--- config.mk ---
export PLATFORM = sky130hd
export DESIGN_NAME = ra_2r1w_32x32_sdr_ram
export DESIGN_NICKNAME = d
export VERILOG_FILES = /design/src/rtl/ra_2r1w_32x32_sdr_ram.sv
export SDC_FILE = /design/constraint.sdc
export NUM_CORES = 2
export LEC_CHECK = 0
export CAP_MARGIN = 40
export CORE_UTILIZATION = 40
export DETAILED_ROUTE_END_ITERATION = 8
export GPL_ROUTABILITY_DRIVEN = 0
export PLACE_DENSITY_LB_ADDON = 0.05
export SLEW_MARGIN = 20
export SYNTH_ARGS = -nofsm -noshare
export SYNTH_HDL_FRONTEND = slang
export SYNTH_SLANG_ARGS = --single-unit
--- constraint.sdc ---
create_clock -name clk -period 6.4 [get_ports clk]
set_input_delay 1.28 -clock clk [delete_from_list [all_inputs] [get_ports clk]]
set_output_delay 1.28 -clock clk [all_outputs]
set_load 0.03 [all_outputs]
--- src/rtl/ra_2r1w_32x32_sdr_ram.sv ---
// ra_2r1w_32x32_sdr_ram: 32x32 register array, two registered read ports, one write port, strobe clear.
// Define RA_2R1W_RESET_ARRAY_EN to make reset also clear the array.
module ra_2r1w_32x32_sdr_ram (
  input  logic        clk,
  input  logic        reset,
  input  logic        strobe,
  input  logic        rd_enb_0,
  input  logic [4:0]  rd_adr_0,
  output logic [31:0] rd_dat_0,
  input  logic        rd_enb_1,
  input  logic [4:0]  rd_adr_1,
  output logic [31:0] rd_dat_1,
  input  logic        wr_enb_0,
  input  logic [4:0]  wr_adr_0,
  input  logic [31:0] wr_dat_0
);
  logic [31:0] mem [0:31];
`ifdef RA_2R1W_RESET_ARRAY_EN
  always_ff @(posedge clk or posedge reset)
    if (reset)
      for (int i = 0; i < 32; i++) mem[i] <= '0;
    else if (strobe)
      for (int i = 0; i < 32; i++) mem[i] <= '0;
    else if (wr_enb_0)
      mem[wr_adr_0] <= wr_dat_0;
`else
  // No array reset, but a write or clear coinciding with reset is still dropped
  always_ff @(posedge clk)
    if (!reset) begin
      if (strobe)
        for (int i = 0; i < 32; i++) mem[i] <= '0;
      else if (wr_enb_0)
        mem[wr_adr_0] <= wr_dat_0;
    end
`endif
  always_ff @(posedge clk or posedge reset)
    if (reset) begin
      rd_dat_0 <= '0;
      rd_dat_1 <= '0;
    end else begin
      if (rd_enb_0) rd_dat_0 <= mem[rd_adr_0];
      if (rd_enb_1) rd_dat_1 <= mem[rd_adr_1];
    end
endmodule

==> results.cfg <==
[sta]
slew_headroom = 0.388
hold_viol = 0
setup_viol_count_final = 0
fmax_mhz = 257
drv_slew = 0
worstMarginPinSlew_ns = 0.911
post-route-period-util = 0.609
skew_ns = 0.0257
fin_crit_ns = 3.90
rsz0062_at_grt = no
fin_tns_setup_ns = 0

[placement]
dp_hpwl_mm = 143
io_buffers = 116

[synthesis]
synth_edf_count = 1024
yosysSeqAreaShare = 0.556
synth_flop_cell = edfxtp_1
yosysTopAreaCell = edfxtp_1
ys_ff_latch = 1088
yosysMostFrequentCell = and2_1
ys_top_cells_by_area = edfxtp_1 (53%), mux2i_1 (18%), and2_1 (11%), a22oi_1 (6.6%), dfrtp_1 (2.8%)
yosysWarnings = 0
synth.distinct_cells = 29
syn_nets = 4644
netlist_instances = 4591
avgSynthCellArea_um2 = 12.7
async_reset_ff_frac = 0.0588
synthesis.area_um2 = 58200
netlist.area_leader.share = 0.529
netlist_top_cells_count = and2_1 (1026), edfxtp_1 (1024), mux2i_1 (1024), a22oi_1 (512), clkbuf_1 (283)

[routing]
drt_pass1_iterations = 9
routed-via-count = 39600
wire_per_inst_um = 33.7
vias_per_cell = 5.95
drtAntennaViolNets = 0
finalWirelength_mm = 224
drc_errors = 34
drt_iter0_markers = 4221

[grt]
antenna_found_initial = 20
grt_max_degree = 73
track_usage = 0.301
grt_pass1_wl_mm = 309
grt_pass1_vias = 39200
gr-total-overflow = 0

[clocking]
clk_root_buffer_cell = clkbuf_16
cts_inserted_buffers = 134
clkSinkCount = 1088
insertion_delay_ns = 0.78
hold_buffers = 0
cts_buffer_depth = 3
cts_resized = 0
cts_htree_levels = 4
cts_tree = yes
clk_pin_slew_worst_paths_ns = 0.05
postCtsSetupBuffers = 0

[floorplanning]
initial_core_util = 0.404
die_x_um = 383
boundaryPins = 117
die_area_um2 = 147000
row_count = 139
core_um2 = 144000
die_h_um = 383

[critical_path]
cp.buffers_inverters = 3
r2r-end = rd_dat_1[0]
cp.required_ns = 6.80
cp-end-kind = flip-flop
reg2reg_from = mem[17][0]
arrival_ns = 4.29
cpPeakStageDelay_ns = 0.59
slowest_stage = nor3b_2
reg2reg_slack_ns = 4.30
critPathLaunchType = input port
crit_cells = 7
rr_worst_depth = 5
path_class = input port to flip-flop
worstPathCellList = clkdlybuf4s50_1 -> nor3b_2 -> nor2b_1 -> nand2b_2 -> buf_16 -> o21ai_4 -> buf_4
cpLargestDelayFamily = buffers and inverters
worstPathMaxFanout = 21

[finish]
final_nets = 4679
fillers = 12900
area_growth_pct = 15.6
finish.utilization = 0.467
layout-drive-gt1-share = 0.127

[run_status]
violations = design-rule violations
outcome = finished, violations left

[power_and_ir_drop]
vdd_drop_max_uv = 180
power.density_nw_per_um2 = 274
p_total_mw = 18.4
leakagePower_nw = 23.9

[worst_hold_path]
whs_path_depth = 1
hp-class = flip-flop to flip-flop
hold_end = rd_dat_1[29]
min_from = rd_dat_1[29]

[flow_run]
max_cap_viol_count = 0
## placed cells by master (no fill, tap or decap), drive strengths merged, types with 8 or more instances in the layout
master         synthesis  layout
buf                  173     254
nor4                  64      64
nor2                  35      35
clkinv                 0      47
edfxtp              1024    1024
diode                  0       8
a21oi                256     256
bufinv                 0      12
o21ai                 32      32
and2                1026    1026
mux2                  64      64
dfrtp                 64      64
clkdlybuf4s50          0     104
clkbuf               289     177
inv                    1       9
mux2i               1024    1024
a22oi                512     512
## kinds of logic (layout without fill, tap and decap cells)
logic type / count (synthesis) / in the layout / synth area share
other cells: 0 / 8 / 0
flops: 1088 / 1088 / 0.556
compound gates: 800 / 800 / 0.0909
buf+inv: 463 / 609 / 0.0416
simple gates: 1152 / 1152 / 0.123
mux: 1088 / 1088 / 0.189
## worst reg2reg max path: cells and delay by family, from the launching register on
kind | cells | cell delay [ns]
flops | 1 | 0.37
mux | 2 | 0.38
simple gates | 1 | 0.81
compound gates | 2 | 0.47
## power by group
group / internal [mW] / switching, mW / leakage, nW / total, mW
combinational: 0.771 / 1.45 / 12.7 / 2.22
sequential: 8.20 / 0.242 / 9.02 / 8.44
clock: 4.57 / 3.16 / 2.15 / 7.73
## layout make-up
class	instances	area, um^2	share of cell area
Sequential cell	1088	32400	0.481
Tap cell	1903	2380	0.0354
Clock buffer	177	3710	0.0552
Antenna cell	8	20.0	0.000298
Clock inverter	70	683	0.0102
Inverter	1	6.26	0.0000931
Multi-Input combinational cell	3040	24100	0.358
Timing Repair Buffer	361	3990	0.0593
## per-layer routing
layer / GRT usage / vias to the layer above / routed length, um
li1: - / 17200 / -
met1: 0.418 / 20500 / 98600
met2: 0.477 / 1536 / 103000
met3: 0.0462 / 340 / 14200
met4: 0.109 / 14 / 7620
met5: 0 / - / 98
## stage by stage
stage | cells | hold WS, ns | cell area, um^2 | worst slack [ns]
2_1_floorplan | 4591 | 0.720 | 58200 | 1.62
3_3_place_gp | 6350 | 0.489 | 62000 | 1.55
3_5_place_dp | 6389 | 0.495 | 62700 | 1.60
4_1_cts | 6636 | 0.508 | 67100 | 2.42
5_1_grt | 6640 | 0.518 | 67200 | 2.51
6_report | 6648 | 0.506 | 67200 | 2.50
## how the worst max path moves through the flow
stage,startpoint,slack [ns],endpoint
2_1_floorplan,strobe,1.62,mem[13][0]
3_3_place_gp,strobe,1.55,mem[27][16]
3_5_place_dp,strobe,1.60,mem[13][29]
4_1_cts,strobe,2.42,mem[13][27]
5_1_grt,strobe,2.51,mem[28][23]
6_report,strobe,2.50,mem[28][23]
## state kept, by name, indices dropped and copies added, names as in the netlist
name,flops
mem,1024
rd_dat_0,32
rd_dat_1,32
Power figures use the tool's default switching activity.
